**config.mk**
```make
export PLATFORM = sky130hd
export DESIGN_NAME = ct_cp0_l2csr_req_ctrl
export DESIGN_NICKNAME = d
export VERILOG_FILES = /design/src/rtl/ct_cp0_l2csr_req_ctrl.sv
export SDC_FILE = /design/constraint.sdc
export NUM_CORES = 1
export LEC_CHECK = 0
export CORE_MARGIN = 2
export CORE_UTILIZATION = 25
export DETAILED_ROUTE_END_ITERATION = 10
export PLACE_DENSITY_LB_ADDON = 0.12
export SLEW_MARGIN = 10
export SYNTH_ARGS = -nofsm -noshare
export SYNTH_HDL_FRONTEND = slang
export SYNTH_SLANG_ARGS = --single-unit
export TNS_END_PERCENT = 100
```
**constraint.sdc**
```tcl
create_clock -name coreclk -period 1.9 [get_ports coreclk]
set_input_delay 0.38 -clock coreclk [delete_from_list [all_inputs] [get_ports coreclk]]
set_output_delay 0.38 -clock coreclk [all_outputs]
set_load 0.05 [all_outputs]
```
**src/rtl/ct_cp0_l2csr_req_ctrl.sv**
```systemverilog
// rtl/ct_cp0_l2csr_req_ctrl.sv - L2C CSR request controller; optional timeout via L2CSR_TIMEOUT_EN
module ct_cp0_l2csr_req_ctrl #(
  parameter int TIMEOUT_W      = 16,
  parameter int TIMEOUT_CYCLES = 4096
) (
  input  logic          coreclk,
  input  logic          cpurst_b,
  input  logic          cp0_l2csr_req_vld,
  input  logic [15:0]   cp0_l2csr_req_op,
  input  logic [63:0]   cp0_l2csr_req_wdata,
  input  logic          cp0_l2csr_flush,
  output logic          l2csr_req_rdy,
  output logic          l2csr_busy,
  output logic          l2csr_rslt_vld,
  output logic [63:0]   l2csr_rslt_data,
  output logic          l2csr_rslt_err,
  output logic          biu_csr_sel,
  output logic [15:0]   biu_csr_op,
  output logic [63:0]   biu_csr_wdata,
  input  logic          biu_csr_cmplt,
  input  logic [127:0]  biu_csr_rdata
);

  typedef enum logic [1:0] {
    IDLE = 2'd0,
    WAIT = 2'd1,
    GAP  = 2'd2
  } state_t;

  state_t       state;
  logic         abort;
  logic         accept;
  logic         tmo_hit;
  logic [63:0]  cmplt_half;

  // The counter must be able to hold the timeout threshold.
  if (TIMEOUT_CYCLES < 1 || longint'(TIMEOUT_CYCLES) >= (longint'(1) << TIMEOUT_W)) begin : g_bad_timeout_cfg
    $error("TIMEOUT_CYCLES does not fit in TIMEOUT_W bits");
  end

  assign l2csr_req_rdy = (state == IDLE) && !cp0_l2csr_flush;
  assign accept        = cp0_l2csr_req_vld && l2csr_req_rdy;
  assign l2csr_busy    = (state != IDLE);
  assign cmplt_half    = biu_csr_op[15] ? biu_csr_rdata[127:64] : biu_csr_rdata[63:0];

`ifdef L2CSR_TIMEOUT_EN
  localparam logic [TIMEOUT_W-1:0] TMO_LIMIT = TIMEOUT_W'(TIMEOUT_CYCLES);
  localparam logic [TIMEOUT_W-1:0] TMO_MAX   = '1;
  localparam logic [TIMEOUT_W-1:0] TMO_ONE   = {{(TIMEOUT_W-1){1'b0}}, 1'b1};

  logic [TIMEOUT_W-1:0] tmo_cnt;

  // Timeout fires on the edge where the counter reaches the limit, once per
  // transaction; a real completion or a flush in that cycle takes precedence.
  assign tmo_hit = (state == WAIT) && !abort && !cp0_l2csr_flush && !biu_csr_cmplt &&
                   (tmo_cnt != TMO_MAX) && ((tmo_cnt + TMO_ONE) == TMO_LIMIT);

  // WAIT-cycle counter: cleared on acceptance, saturating while waiting.
  always_ff @(posedge coreclk or negedge cpurst_b) begin
    if (!cpurst_b) begin
      tmo_cnt <= '0;
    end else if (accept) begin
      tmo_cnt <= '0;
    end else if (state == WAIT && tmo_cnt != TMO_MAX) begin
      tmo_cnt <= tmo_cnt + TMO_ONE;
    end
  end

  // Error flag accompanies only the timeout result pulse.
  always_ff @(posedge coreclk or negedge cpurst_b) begin
    if (!cpurst_b) begin
      l2csr_rslt_err <= 1'b0;
    end else begin
      l2csr_rslt_err <= tmo_hit;
    end
  end
`else
  assign tmo_hit        = 1'b0;
  assign l2csr_rslt_err = 1'b0;
`endif

  // Request FSM: sel is registered alongside the state so it drops for the
  // whole GAP cycle, giving the BIU edge detector a clean low between requests.
  always_ff @(posedge coreclk or negedge cpurst_b) begin
    if (!cpurst_b) begin
      state           <= IDLE;
      biu_csr_sel     <= 1'b0;
      biu_csr_op      <= 16'd0;
      biu_csr_wdata   <= 64'd0;
      abort           <= 1'b0;
      l2csr_rslt_vld  <= 1'b0;
      l2csr_rslt_data <= 64'd0;
    end else begin
      l2csr_rslt_vld <= 1'b0;
      case (state)
        IDLE: begin
          if (accept) begin
            state         <= WAIT;
            biu_csr_sel   <= 1'b1;
            biu_csr_op    <= cp0_l2csr_req_op;
            biu_csr_wdata <= cp0_l2csr_req_wdata;
            abort         <= 1'b0;
          end
        end
        WAIT: begin
          if (biu_csr_cmplt) begin
            state           <= GAP;
            biu_csr_sel     <= 1'b0;
            l2csr_rslt_data <= cmplt_half;
            l2csr_rslt_vld  <= !abort && !cp0_l2csr_flush;
          end else if (tmo_hit) begin
            l2csr_rslt_vld  <= 1'b1;
            l2csr_rslt_data <= 64'd0;
            abort           <= 1'b1;
          end else if (cp0_l2csr_flush) begin
            abort <= 1'b1;
          end
        end
        GAP: begin
          state <= IDLE;
        end
        default: begin
          state       <= IDLE;
          biu_csr_sel <= 1'b0;
        end
      endcase
    end
  end

endmodule

```
==> results of run 1 <==
## cells by family after synthesis
logic type	after synthesis
other	1
and+or+nand+nor	8
DFF	149
buffers and inverters	25
muxes	208
AOI/OAI and AO/OA	4
## metrics by stage
stage	setup TNS (ns)	total power, mW	hold slack [ns]	instance area [um^2]
CTS	0	17.6	0.422	11000
floorplan	0	11.1	0.0844	6550
finish	0	17.4	0.422	11000
global route	0	18.1	0.455	11000
detailed placement	-7.54	14.5	0.327	10500
global placement	-6.03	14.4	0.311	10500
## placed cells by master (no fill, tap or decap), types with 5 or more instances in the layout
master	Yosys	layout
buf_4	1	96
mux2_4	40	40
dfrtp_1	149	148
clkbuf_16	0	17
inv_6	0	5
mux2_2	101	101
buf_12	0	10
clkdlybuf4s50_1	0	211
dlygate4sd2_1	0	70
mux2_1	67	67
## power breakdown
part | switching, mW | internal [mW] | total, mW
Sequential | 0.638 | 4.35 | 4.99
Combinational | 5.75 | 3.23 | 8.98
Clock | 1.50 | 1.90 | 3.40
## cell usage after synthesis, types with 2 or more instances
library cell	n
a21o_1	2
buf_2	9
buf_6	7
buf_8	6
dfrtp_1	149
mux2_1	67
mux2_2	101
mux2_4	40
nor2_1	3
## critical path: cells and delay by family (launching register included)
kind / cells / cell delay, ns
flip-flops: 1 / 0.40
buffers and inverters: 2 / 0.26
AND/OR/NAND/NOR: 2 / 0.36
## flip-flops by register name (all words and copies together), names as in the netlist
register and count:
state 2, l2csr_rslt_data 64, biu_csr_op 16, l2csr_rslt_vld 1, biu_csr_sel 1, abort 1, biu_csr_wdata 64
## per-layer routing
| metal | vias to the layer above | GRT usage, % | routed length (um) |
|---|---|---|---|
| met4 | 0 | 6.01 | 601 |
| met5 | - | 0 | 0 |
| met1 | 2294 | 15.7 | 7550 |
| met3 | 33 | 3.86 | 1060 |
| met2 | 175 | 25.7 | 10400 |
| li1 | 2186 | - | - |
## worst max-delay path by stage
| stage | from | end | slack, ns | depth (start not counted) |
|---|---|---|---|---|
| global route | state[0]$_DFFE_PN0P_ | l2csr_req_rdy | 0.005 | 4 |
| detailed placement | cp0_l2csr_flush | biu_csr_wdata[7]$_DFFE_PN0P_ | -0.16 | 4 |
| finish | state[0]$_DFFE_PN0P_ | l2csr_req_rdy | 0.07 | 4 |
| global placement | cp0_l2csr_flush | biu_csr_wdata[10]$_DFFE_PN0P_ | -0.13 | 4 |
| CTS | state[0]$_DFFE_PN0P_ | l2csr_req_rdy | 0.02 | 4 |
| floorplan | biu_csr_op[15]$_DFFE_PN0P_ | l2csr_rslt_data[42]$_DFFE_PN0P_ | 0.07 | 4 |
## layout make-up
class,instances,area share [%]
Inverter,1,0.0340
Multi-Input combinational cell,221,23.6
Sequential cell,149,33.8
Timing Repair Buffer,390,33.3
Clock buffer,18,3.98
Tap cell,335,3.80
Clock inverter,14,1.46
## what timing repair did
item,in CTS,in global routing
hold buffers,1,0
pin swaps,0,2
setup endpoints to repair,72,1
hold endpoints to repair,33,0
gates resized for setup,72,1
buffers inserted,1,1
==> flow_summary.json, run 1 <==
{
  "synth_cell_types": 20,
  "stdcell_count": 1128,
  "place_ws_ns": -0.164,
  "rr_worst_depth": 4,
  "synth_flop_cell": "dfrtp_1",
  "max_stage_delay_ns": 0.40,
  "grt_pass1_wl_um": 30500,
  "synth-edff-count": 0,
  "dp_hpwl_um": 15400,
  "cp.arrival_ns": 1.45,
  "crit_chain": "buf_6 > or2_4 > nor2_4 > buf_12",
  "reg2reg_from": "state[0]$_DFFE_PN0P_",
  "syn2layout_area_growth_pct": 68.5,
  "num_vias": 4688,
  "yosys.area.top_type": "dfrtp_1",
  "synth_mux_area_share_pct": 38.1,
  "synth_fa_ha_area_share_pct": 0,
  "antenna_cells": 0,
  "clockBufferDepth": 2,
  "cp_max_fo": 2,
  "worstMarginPinSlew_ns": 0.546,
  "cap_viol_max_count": 0,
  "clk_latency_ns": 0.42,
  "netlist.area_leader.share_pct": 56.9,
  "fillers": 2435,
  "place.gp.congestion": 0.771,
  "synth-xor-area-share_pct": 0,
  "cts.sink_count": 149,
  "ys_warn_count": 0,
  "utilization_pct": 42.6,
  "io_buffers": 360,
  "root_buffer": "clkbuf_16",
  "outcome": "finished clean",
  "synth.avg_cell_area_um2": 16.6,
  "ys_ff_latch": 149,
  "grt_max_degree": 44,
  "grt_pass1_vias": 5177,
  "detail-route-antenna-nets": 0,
  "initial_utilization_pct": 25.3,
  "dr.pass1.iters": 4,
  "finalClockSkew_ns": 0.0103,
  "coreArea_um2": 25900,
  "hold_violations": 0,
  "fmax_mhz": 547,
  "hp-class": "in2async",
  "rrSetupSlack_ns": 0.11,
  "die-area_um2": 27500,
  "end_kind": "output pin",
  "finalSetupViolCount": 0,
  "netlist_area_um2": 6550,
  "cellPowerDensity_nw_per_um2": 1570,
  "wl_per_cell_um": 17.4,
  "rows": 59,
  "dr.first_iter.drc_count": 124,
  "dp.cells": 1093,
  "fin_ws_ns": 0.0726,
  "async_flop_share_pct": 100,
  "yosys.area_share.simple_pct": 1.01,
  "die_h_um": 166,
  "worst_r2r_endpoint": "biu_csr_wdata[7]$_DFFE_PN0P_",
  "slew_viol_final": 0,
  "cts_inserted_buffers": 17,
  "io_pins": 362,
  "ys_top_cells_by_area": "dfrtp_1 57%, mux2_2 17%, mux2_1 12%",
  "h-tree-depth": 4,
  "syn_nets": 608,
  "cts_tree": "done",
  "crit_type": "reg2out",
  "synth-seq-area-share_pct": 56.9,
  "seqCellArea_um2": 3730,
  "post-route-drc-count": 0,
  "rsz0062_at_grt": "false",
  "grt_overflow_total": 0,
  "synth_top_family_by_area": "multiplexers",
  "chipWidth_um": 166,
  "start_kind": "register",
  "fin_nets": 993,
  "p_leak_nw": 4.81,
  "fin_crit_ns": 1.83,
  "routed_wl_um": 19600,
  "path_clk_slew_ns": 0.07,
  "cp_slowest_cell": "dfrtp_1",
  "vias_per_cell": 4.16,
  "synth_compound_area_share_pct": 0.420,
  "multi_input_area_um2": 2600,
  "track_usage_pct": 14.2,
  "period_share_pct": 96.2,
  "synthCells": 395,
  "cp_data_required_time_ns": 1.52,
  "drive_gt1_share_pct": 36.2,
  "antenna_found_initial": 0,
  "ir_drop_mv": 0.609,
  "max-slew-margin-rel_pct": 63.8
}
Power figures use the tool's default switching activity.
==> inputs of run 2 (changes only) <==
- CORE_MARGIN: 2 -> not set
==> run 2 against run 1 <==
Compared with the run above:
- fmax rose by 0.27%
- routed wire length is 1.7% lower
- clock skew is 0.00096 ns higher
- combinational power about the same
- final cell count down 0.62%
- sequential cell count is the same
- die area down 2.4%
- sequential power hardly changed
- setup slack improved by 0.0049 ns
- total power shrank 1.7%
- hold slack better by 0.044 ns
- critical path depth is 1 lower
- critical endpoint unchanged
- largest cell class unchanged
- highest routed layer unchanged
==> flow_summary.json, run 2 (synthesized netlist as in run 1, its figures left out) <==
{
  "cts_tree": "done",
  "grt_pass1_wl_um": 29300,
  "finalSetupViolCount": 0,
  "dp.cells": 1087,
  "wl_per_cell_um": 17.2,
  "holdWs_ns": 0.465,
  "dr.first_iter.drc_count": 140,
  "p_leak_nw": 4.78,
  "chipWidth_um": 164,
  "cts_inserted_buffers": 17,
  "cp_max_fo": 5,
  "layout_commonest_cell": "clkdlybuf4s50_1",
  "track_usage_pct": 14.4,
  "period_share_pct": 95.9,
  "switchingPower_mw": 7.81,
  "syn2layout_area_growth_pct": 67.6,
  "worstMarginPinSlew_ns": 0.535,
  "fmax_mhz": 549,
  "coreArea_um2": 25400,
  "max-slew-margin-rel_pct": 64.5,
  "reg_top3": "biu_csr_wdata: 64 flops, l2csr_rslt_data: 64 flops, biu_csr_op: 16 flops",
  "combPwrFrac_pct": 52.5,
  "p_int_mw": 9.26,
  "power.total_mw": 17.1,
  "path_clk_slew_ns": 0.07,
  "routed_wl_um": 19300,
  "num_vias": 4682,
  "grt_pass1_vias": 5217,
  "io_pins": 362,
  "initial_utilization_pct": 25.8,
  "die_h_um": 164,
  "stdcell_count": 1121,
  "rsz0062_at_grt": "false",
  "grt_max_degree": 48,
  "ir_drop_mv": 0.849,
  "power.share.clock_pct": 18.4,
  "cp_data_required_time_ns": 1.52,
  "swShare_pct": 45.8,
  "hp-class": "reg2reg",
  "slew_viol_final": 0,
  "crit_type": "reg2out",
  "drive_gt1_share_pct": 35.8,
  "grt_overflow_total": 0,
  "seqPwrFrac_pct": 29.1,
  "antenna_cells": 0,
  "cp.arrival_ns": 1.44,
  "cellPowerDensity_nw_per_um2": 1560,
  "cp_slowest_cell": "dfrtp_2",
  "post-route-drc-count": 0,
  "cts.sink_count": 149,
  "vias_per_cell": 4.18,
  "hold_violations": 0,
  "clk_latency_ns": 0.41,
  "antenna_found_initial": 0,
  "fin_crit_ns": 1.82,
  "root_buffer": "clkbuf_16",
  "end_kind": "output pin",
  "clockBufferDepth": 2,
  "die-area_um2": 26800,
  "detail-route-antenna-nets": 0,
  "crit_chain": "or2_2 > nor2_4 > buf_12",
  "rows": 58,
  "max_stage_delay_ns": 0.45,
  "fin_nets": 992,
  "dp_hpwl_um": 15000,
  "start_kind": "register",
  "io_buffers": 360,
  "place.gp.congestion": 0.768,
  "cap_viol_max_count": 0,
  "dr.pass1.iters": 4,
  "h-tree-depth": 4,
  "outcome": "finished clean",
  "mostFrequentLayoutCells": "211 x clkdlybuf4s50_1, 146 x dfrtp_1, 101 x mux2_2, 91 x buf_4, 74 x dlygate4sd2_1",
  "finalClockSkew_ns": 0.0113
}
==> run 2: cell count changes in the layout (fill, tap and decap cells not counted), moves of 2 or more <==
cell / delta
buf_4: -5
clkinv_2: +2
clkinv_8: -2
dfrtp_1: -2
dfrtp_2: +2
dlygate4sd2_1: +4
==> run 2: what timing repair did <==
item,in CTS,in global routing
setup buffers,1,1
gates resized for setup,76,1
setup endpoints to repair,75,1
hold endpoints to repair,42,0
hold buffers,1,0
==> run 2: worst max-delay path: cells and delay by family, from the launching register on <==
kind	cells	cell delay, ns
buf+inv	1	0.14
flops	1	0.45
simple gates	2	0.43
==> run 2: area by class of cell <==
type,count,area [um^2]
inverter,1,3.75
clock buffer,17,425
timing repair buffer,389,3680
multi-input combinational,221,2600
fill,2361,14400
tap,330,413
clock inverter,14,116
sequential,149,3730
==> run 2: final timing paths <==
path                       depth (start not counted)  slack (ns)                         endpoint            startpoint
hold reg to reg                                    1        0.47         l2csr_rslt_vld$_DFF_PN0_     abort$_DFFE_PN0P_
max in group asynchronous                          3        0.77  l2csr_rslt_data[14]$_DFFE_PN0P_              cpurst_b
setup reg to reg                                   4        0.15  l2csr_rslt_data[60]$_DFFE_PN0P_  state[1]$_DFFE_PN0P_
setup / recovery                                   3        0.08                    l2csr_req_rdy  state[1]$_DFFE_PN0P_
min in group asynchronous                          2        0.48  l2csr_rslt_data[35]$_DFFE_PN0P_              cpurst_b
hold / removal                                     1        0.47         l2csr_rslt_vld$_DFF_PN0_     abort$_DFFE_PN0P_
==> run 2: stage by stage <==
step / instance area, um^2 / util (%) / TNS (ns) / worst slack [ns]
global route: 11000 / 43.2 / 0 / 0.0205
global placement: 10500 / 41.3 / -6.61 / -0.0691
CTS: 11000 / 43.2 / 0 / 0.0168
finish: 11000 / 43.2 / 0 / 0.0775
floorplan: 6550 / - / 0 / 0.0712
detailed placement: 10500 / 41.3 / -8.65 / -0.103
==> run 2: metal layers <==
layer / global-route usage [%] / vias up / share of wire [%]
li1: - / 2179 / -
met1: 15.5 / 2325 / 37
met2: 27.2 / 165 / 56
met3: 4.07 / 13 / 5.8
met4: 4.04 / 0 / 1.3
met5: 0 / - / 0
==> run 2: power by group through the flow <==
stage | registers (mW) | logic, mW | clock network [mW]
finish | 4.97 | 8.96 | 3.14
global route | 5.13 | 9.34 | 3.40
CTS | 4.99 | 9.10 | 3.26
detailed placement | 5.05 | 9.43 | 0
global placement | 5.00 | 9.37 | 0
floorplan | 9.15 | 1.90 | 0
